File: config.mk
export PLATFORM = sky130hd
export DESIGN_NAME = imem_loader
export DESIGN_NICKNAME = d
export VERILOG_FILES = /design/src/rtl/imem_loader_pkg.sv /design/src/rtl/imem_loader_word_assembler.sv /design/src/rtl/imem_loader.sv
export SDC_FILE = /design/constraint.sdc
export NUM_CORES = 1
export LEC_CHECK = 0
export CORE_UTILIZATION = 52
export CTS_BUF_LIST = sky130_fd_sc_hd__clkbuf_16
export DETAILED_ROUTE_END_ITERATION = 8
export PLACE_DENSITY = 0.83
export SLEW_MARGIN = 20
export SYNTH_ARGS = -nofsm -noshare
export SYNTH_HDL_FRONTEND = slang
export SYNTH_SLANG_ARGS = --single-unit
File: constraint.sdc
create_clock -name clk -period 2.8 [get_ports clk]
set_input_delay 0.56 -clock clk [delete_from_list [all_inputs] [get_ports clk]]
set_output_delay 0.56 -clock clk [all_outputs]
set_load 0.03 [all_outputs]
File: src/rtl/imem_loader_pkg.sv
// Shared state encoding and stream-format constants for the instruction-memory loader.
package imem_loader_pkg;

  typedef enum logic [2:0] {
    ST_IDLE   = 3'd0,
    ST_LEN_HI = 3'd1,
    ST_LEN_LO = 3'd2,
    ST_DATA   = 3'd3,
    ST_CHECK  = 3'd4,
    ST_DONE   = 3'd5,
    ST_ERROR  = 3'd6
  } state_t;

  localparam int LEN_BYTES      = 2;  // big-endian 16-bit word count
  localparam int CHECK_BYTES    = 1;  // trailing XOR checksum
  localparam int BYTES_PER_WORD = 4;
  localparam int LEN_W          = 8 * LEN_BYTES;

  localparam logic [1:0] LAST_IDX = 2'(BYTES_PER_WORD - 1);

endpackage

File: src/rtl/imem_loader_word_assembler.sv
// Shifts stream bytes MSB-first into a 32-bit word; word_valid strobes the cycle after the 4th byte.
module word_assembler
  import imem_loader_pkg::*;
(
  input  logic        clk,
  input  logic        rst,
  input  logic        clear,
  input  logic        shift,
  input  logic [7:0]  byte_in,
  output logic [31:0] word,
  output logic [1:0]  index,
  output logic        word_valid
);

  always_ff @(posedge clk) begin
    if (rst || clear) begin
      word       <= '0;
      index      <= '0;
      word_valid <= 1'b0;
    end else begin
      word_valid <= shift && (index == LAST_IDX);
      if (shift) begin
        word  <= {word[23:0], byte_in};
        index <= index + 2'd1;  // wraps 3 -> 0
      end
    end
  end

endmodule

File: src/rtl/imem_loader.sv
// Byte-stream instruction-memory loader: length header, big-endian payload words, XOR checksum.
// Handshake: a byte moves only in a cycle where byte_valid && byte_ready are both high.
module imem_loader
  import imem_loader_pkg::*;
#(
  parameter int DEPTH = 256
) (
  input  logic        clk,
  input  logic        rst,
  input  logic        start,
  input  logic [7:0]  byte_in,
  input  logic        byte_valid,
  output logic        byte_ready,
  output logic        im_we,
  output logic [31:0] im_addr,
  output logic [31:0] im_wdata,
  output logic        cpu_hold,
  output logic        busy,
  output logic        done,
  output logic        error,
  output state_t      fsm_state
);

  localparam logic [LEN_W:0] DEPTH_L = (LEN_W + 1)'(DEPTH);

  state_t             state, next_state;
  logic               ready_st;
  logic               accept;
  logic               start_ok;
  logic               shift;
  logic [7:0]         len_hi;
  logic [LEN_W-1:0]   len;
  logic [LEN_W-1:0]   len_full;
  logic [LEN_W-1:0]   word_cnt;
  logic [7:0]         csum;
  logic               last_word;
  logic [31:0]        word;
  logic [1:0]         index;
  logic               word_valid;

  assign byte_ready = ready_st && !rst;
  assign accept     = byte_valid && byte_ready;
  assign start_ok   = start && (state == ST_IDLE || state == ST_DONE || state == ST_ERROR);
  assign shift      = accept && (state == ST_DATA);
  assign len_full   = {len_hi, byte_in};
  assign last_word  = (word_cnt == len - LEN_W'(1));

  word_assembler u_asm (
    .clk        (clk),
    .rst        (rst),
    .clear      (start_ok),
    .shift      (shift),
    .byte_in    (byte_in),
    .word       (word),
    .index      (index),
    .word_valid (word_valid)
  );

  // rst gates the strobe combinationally so a write pending from the 4th byte is dropped.
  assign im_we     = word_valid && !rst;
  assign im_addr   = 32'(word_cnt);
  assign im_wdata  = word;
  assign fsm_state = state;

  always_ff @(posedge clk) begin
    if (rst) state <= ST_IDLE;
    else     state <= next_state;
  end

  always_comb begin
    next_state = state;
    unique case (state)
      ST_IDLE, ST_DONE, ST_ERROR: if (start) next_state = ST_LEN_HI;
      ST_LEN_HI: if (accept) next_state = ST_LEN_LO;
      ST_LEN_LO: begin
        if (accept) begin
          if ({1'b0, len_full} > DEPTH_L) next_state = ST_ERROR;
          else if (len_full == '0)        next_state = ST_CHECK;
          else                            next_state = ST_DATA;
        end
      end
      ST_DATA:  if (shift && index == LAST_IDX && last_word) next_state = ST_CHECK;
      ST_CHECK: if (accept) next_state = (byte_in == csum) ? ST_DONE : ST_ERROR;
      default:  next_state = ST_IDLE;
    endcase
  end

  always_comb begin
    ready_st = 1'b0;
    busy     = 1'b0;
    done     = 1'b0;
    error    = 1'b0;
    cpu_hold = 1'b1;
    unique case (state)
      ST_LEN_HI, ST_LEN_LO, ST_DATA, ST_CHECK: begin
        ready_st = 1'b1;
        busy     = 1'b1;
      end
      ST_DONE:  begin done = 1'b1; cpu_hold = 1'b0; end
      ST_ERROR: error = 1'b1;
      default:  ;
    endcase
  end

  // Word counter advances in the write cycle, so im_addr shows the address being written.
  always_ff @(posedge clk) begin
    if (rst) begin
      len_hi   <= '0;
      len      <= '0;
      word_cnt <= '0;
      csum     <= '0;
    end else begin
      if (start_ok) begin
        word_cnt <= '0;
        csum     <= '0;
      end
      if (accept && state == ST_LEN_HI) len_hi <= byte_in;
      if (accept && state == ST_LEN_LO) len <= len_full;
      if (shift)      csum     <= csum ^ byte_in;
      if (word_valid) word_cnt <= word_cnt + LEN_W'(1);
    end
  end

endmodule

# == After elaboration in Yosys (flattened, before gate mapping) ==
# Index checks and enable logic that the tools add are counted.
# totals
ff_bits,86
input_bits,12
out_inout_bits,73
wordCells,64
# classes
n_addsub,3
n_lt_le_gt_ge,1
n_eq_ne,14
muxes,17
n_bitwise,1
reduce_logical,20
# ops
operator,count
$mux W16,2
$mux W3,7
$add A16 B1 Y16 const B,1
$eq A16 B16 Y1,1
$gt A16 B9 Y1 const B,1
$logic_not A16 Y1,1
$mux W8,2
$sub A16 B1 Y16 const B,1
$pmux W3 S5,1
$eq A3 B3 Y1 const B,3
$logic_and A1 B1 Y1,9
$eq A8 B8 Y1,1
$ne A2 B2 Y1 const B,4
$xor A8 B8 Y8,1
$eq A3 B2 Y1 const B,2
$reduce_and A5 Y1,1
$mux W1,4
$reduce_bool A2 Y1,2
$reduce_or A4 Y1,1
$eq A3 B1 Y1 const B,1
$logic_not A3 Y1,1
$logic_or A1 B1 Y1,3
$reduce_or A3 Y1,1
$add A2 B1 Y2 const B,1
4 further kinds,4

# == Logic depth before layout (Yosys ltp) ==
# depth
ltp_word,10
ltp_mapped,10
mapped_depth_nobuf,9

# == Cells and area by module ==
# From an unflattened synthesis, not the netlist that was laid out.
# unflattened
cells_unflattened,534
hier_area_um2,4483.0
# by_module_without_submodules
module,n_inst,cells_per_inst,area_per_inst_um2
imem_loader,1,419,3185.6
word_assembler,1,115,1297.5

# == Least setup slack after synthesis ==
# No wires, ideal clock.
# synth_timing
kind,register to register
start,"register state[2], in the netlist fsm_state[2]"
end,register word_cnt[4]
setup_ns,0.128
arrival_ns,2.360
required_time_ns,2.672
setup_slack_ns,0.313
stages_incl_launch_ff,10
n_path_buf,2
synth_period_minus_slack_ns,2.487
cell_sequence,dfxtp_1 > clkbuf_1 > inv_1 > nor2_1 > o21ai_0 > and2_1 > clkbuf_1 > a21o_1 > a21oi_1 > nor2_1
# synth_via
elab_chain_cells,5
elab_cells_between_ends,7
cone_classes,2 x eq/ne; 5 x reduce/logical
# synth_rtl
element,line,source
start: declaration,imem_loader.sv:26,"state_t state, next_state;"
start signal: assignment,imem_loader.sv:67,else state <= next_state;
$eq A3 B3 Y1 / $logic_not A3 Y1 (equally long branches),imem_loader.sv:43,assign start_ok = start && (state == ST_IDLE || state == ST_DONE || state == ST_ERROR);
$logic_or A1 B1 Y1,imem_loader.sv:43,
$logic_or A1 B1 Y1 *,imem_loader.sv:43,
$logic_and A1 B1 Y1 *,imem_loader.sv:43,
$reduce_bool A2 Y1 (no line) *,-,
end signal: assignment,imem_loader.sv:120,if (word_valid) word_cnt <= word_cnt + LEN_W'(1);
end: declaration,imem_loader.sv:34,logic [LEN_W-1:0] word_cnt;
# Every way passes the cells marked *; elsewhere a longest branch is shown, timed or not.
# A chain may end at the register's enable or synchronous reset.

# == Worst setup path in the final report ==
# layout_timing
start,"register state[2], in the netlist fsm_state[2]"
end,output error
# layout_via
elab_chain_cells,2
# layout_rtl
element,line,source
$eq A3 B3 Y1,imem_loader.sv:94,unique case (state)
$mux W1,imem_loader.sv:94,
end: declaration,imem_loader.sv:20,"output logic error,"
# Every way passes these cells.

==> results.md <==
- Rows: 32
- Hold-fix buffers, CTS: 0
- Mapped Area: 4330 sq um
- Final Skew: 5.27 ps
- Yosys cell types: 52
- Largest net degree at the start of global routing: 43
- Reg2reg start: len[2]$_SDFFE_PP0P_
- Leak pwr: 1.88 nW
- Startpoint types: flip-flop
- Fin. max-slew vios: 0
- Fraction of the yosys area taken by sequential cells: 39.8%
- DRC errors left: 0
- Fmax: 0.362 GHz
- Number of global-route vias before repair: 4023
- Reg clk slew, reported paths: 70 ps
- Xor and xnor area share after synthesis: 4.45%
- Clk sinks: 86
- Die X: 93.2 microns
- Initial antenna violation count: 0
- Layout Nets: 653
- Clock root cell: clkbuf_16
- Post-route clock period utilization: 98.7%
- Crit path cell chain: inv_1, nor2_1, clkdlybuf4s50_1
- Final core occ: 68.8%
- Main combinational cell family by area after synthesis: simple AND/OR/NAND/NOR gates
- Core Region: 7890 sq um
- Max FO, Critical Path: 13
- Setup Fix Bufs, Post-CTS: 0
- CP endpoint: error
- Clk Latency, worst-skew pair: 340 ps
- Top Ports: 85
- WP data arrival: 2200 ps
- Mapped Cells: 574
- Ys async rst share: 0%
- DR iter-0 viols: 320
- Avg WL per Cell: 16.0 microns
- Setup violators final: 0
- Status: finished clean
- Routed Antenna Nets: 0
- EDFF count, synth: 0
- Critical Path Source: fsm_state[2]$_SDFFE_PP0P_
- Max Root-Sink Buffers: 2
- First-pass GRT wire length: 19.3 mm
- Switching Fraction: 32.9%
- Final Hold Viols: 0
- Reg2Reg Depth: 7
- CTS tree: yes
- Post-synthesis mux area share: 1.71%
- Slowest-stage cell, CP: clkdlybuf4s50_1
- Synth Area in Adders: 0.868%
- # Max-Cap Violations: 0
- # diodes: 0
- Port Buffer Count: 68
- Reg-to-reg critical path endpoint: fsm_state[2]$_SDFFE_PP0P_
- Min-Delay Path Class: reg -> reg
- DRT Pass-1 Iters: 5
- Comb pwr share: 25.4%
- Register bit total from synthesis: 86
- Synthesized area per cell: 7.54 sq um
- Die extent in y: 93.2 microns
- Grt total ovfl: 0
- DRT Wirelength: 11.9 mm
- Slowest stage delay, CP: 730 ps
- Crit path kind: reg -> out
- Total Power: 3.57 mW
- Worst VDD drop: 0.388 mV
- TritonCTS buffer count: 9
- Gpl congestion: 0.946
- Int Pwr: 2.40 mW
- Clock power frac: 37.0%
- Pwr Density: 658 nW/um^2
- H-tree Lvls: 3
- Yosys warning count: 0
- Total Routing Usage GR: 28.4%
- Max-slew headroom: 51.9%
- Post-synthesis compound-gate area fraction: 18.2%
- Met2 routed WL: 5.65 mm
- R2R Setup Slk: 310 ps
- Switching Power: 1.18 mW
- Share of cells above drive strength 1: 7.47%
- Die Area: 8690 sq um
- P&R area growth vs syn: 25.4%
- Vias: 4368
- Tightest Pin Transition: 713 ps
- Data required time at the worst endpoint: 2240 ps
- Hpwl dp: 8.02 mm
- RSZ-0062 raised after global routing: no
- M1 WL: 5.11 mm
- Critical path capture point type: primary output
- Met3 wire len: 721 microns
- Fin crit period: 2760 ps
- Ys flop type: dfxtp_1
- Seq pwr share: 37.5%
- Simple-gate share of the synthesized area: 27.5%
- Via density: 5.86
- Highest routed layer: met4
- Starting Density: 54.8%
## timing repair
action	4_1_cts	5_1_grt
hold endpoints to repair	0	0
gates resized for setup	0	2
setup endpoints to repair	0	2
## routing by layer
layer | up-vias | GRT usage, %
li1 | 2082 | -
met1 | 2077 | 36.1
met2 | 175 | 46.9
met3 | 34 | 3.41
met4 | 0 | 15.0
met5 | - | 0
## Yosys cell counts, drive strengths merged (2+ instances only)
| master | n | share of area, % |
|---|---|---|
| or3 | 3 | 0.43 |
| mux2 | 3 | 0.78 |
| buf | 19 | 3.4 |
| nor3 | 11 | 1.3 |
| o31ai | 3 | 0.52 |
| o21ai | 22 | 2.6 |
| o211ai | 7 | 1.2 |
| nand3b | 5 | 0.87 |
| and3 | 5 | 0.72 |
| clkbuf | 30 | 2.6 |
| ha | 3 | 0.87 |
| a21oi | 84 | 9.7 |
| and2 | 4 | 0.58 |
| nor2 | 30 | 2.6 |
| nor2b | 12 | 1.7 |
| or2 | 2 | 0.29 |
| nand3 | 22 | 2.5 |
| or4 | 4 | 0.78 |
| dfxtp | 86 | 40 |
| a31oi | 3 | 0.43 |
| xnor2 | 15 | 3.0 |
| xor2 | 7 | 1.4 |
| nor4 | 10 | 1.6 |
| and4 | 2 | 0.41 |
| inv | 15 | 1.3 |
| nand2 | 127 | 11 |
| nand4 | 6 | 0.87 |
| nand2b | 6 | 0.87 |
| mux2i | 4 | 0.93 |
| a211oi | 3 | 0.75 |
| a22oi | 7 | 1.2 |
## sequential cells by signal, indices dropped and copies added, names as in the netlist
signal            count
csum                  8
fsm_state             3
len                  16
len_hi                8
u_asm.index           2
u_asm.word           32
u_asm.word_valid      1
word_cnt             16
## power groups by stage
stage                     Combinational, mW  Clock [mW]  Sequential, mW
final                                 0.909        1.32            1.34
after global routing                  0.977        1.38            1.34
after detailed placement              0.877           0            1.36
after floorplan                       0.637           0            1.35
after global placement                0.854           0            1.36
after CTS                             0.890        1.33            1.33
## cell type report
| class | count | area [sq um] |
|---|---|---|
| multi-input combinational | 439 | 2350 |
| clock inverter | 7 | 105 |
| fill | 651 | 2460 |
| sequential | 86 | 1720 |
| clock buffer | 9 | 225 |
| tap | 102 | 128 |
| inverter | 15 | 56.3 |
| timing repair buffer | 87 | 836 |
## cell families after synthesis
| family | Yosys count |
|---|---|
| compound gates | 138 |
| xor+xnor | 22 |
| fa+ha+maj | 3 |
| buf+inv | 64 |
| flops | 86 |
| mux | 7 |
| other cells | 1 |
| simple gates | 253 |
## per-stage QoR
step	setup slack [ps]	hold slack [ps]	setup TNS [ps]	instances	area (sq um)
global placement	125	441	0	729	5090
finish	35.7	453	0	745	5430
floorplan	313	440	0	589	4380
CTS	126	458	0	745	5420
global route	24.4	473	0	745	5430
detailed placement	-77.4	449	-141	729	5090
## worst min-delay path by stage
stage | to | from | depth (start not counted) | slack [ps]
floorplan | u_asm.index[1]$_SDFFE_PP0P_ | u_asm.index[1]$_SDFFE_PP0P_ | 2 | 440
global placement | u_asm.word[30]$_SDFFE_PP0P_ | u_asm.word[30]$_SDFFE_PP0P_ | 2 | 440
detailed placement | u_asm.word[29]$_SDFFE_PP0P_ | u_asm.word[29]$_SDFFE_PP0P_ | 2 | 450
CTS | u_asm.word[29]$_SDFFE_PP0P_ | u_asm.word[29]$_SDFFE_PP0P_ | 2 | 460
global route | u_asm.word[29]$_SDFFE_PP0P_ | u_asm.word[29]$_SDFFE_PP0P_ | 2 | 470
finish | u_asm.word[27]$_SDFFE_PP0P_ | u_asm.word[27]$_SDFFE_PP0P_ | 2 | 450
## placed cells by master, fill, tap and decap left out, drive strengths merged, types with 11 or more instances in the layout
cell type,synthesis,layout
clkdlybuf4s50,0,68
nand2,127,127
dfxtp,86,86
nor2b,12,12
inv,15,17
buf,19,19
conb,1,16
a21oi,84,84
xnor2,15,15
o21ai,22,22
nor2,30,30
nand3,22,22
nor3,11,11
## critical path: cells and delay by family, from the launching register on
family        cells  cell delay (ps)
simple gates      1              290
buf+inv           2              940
flops             1              640
(Power assumes the default switching activity.)
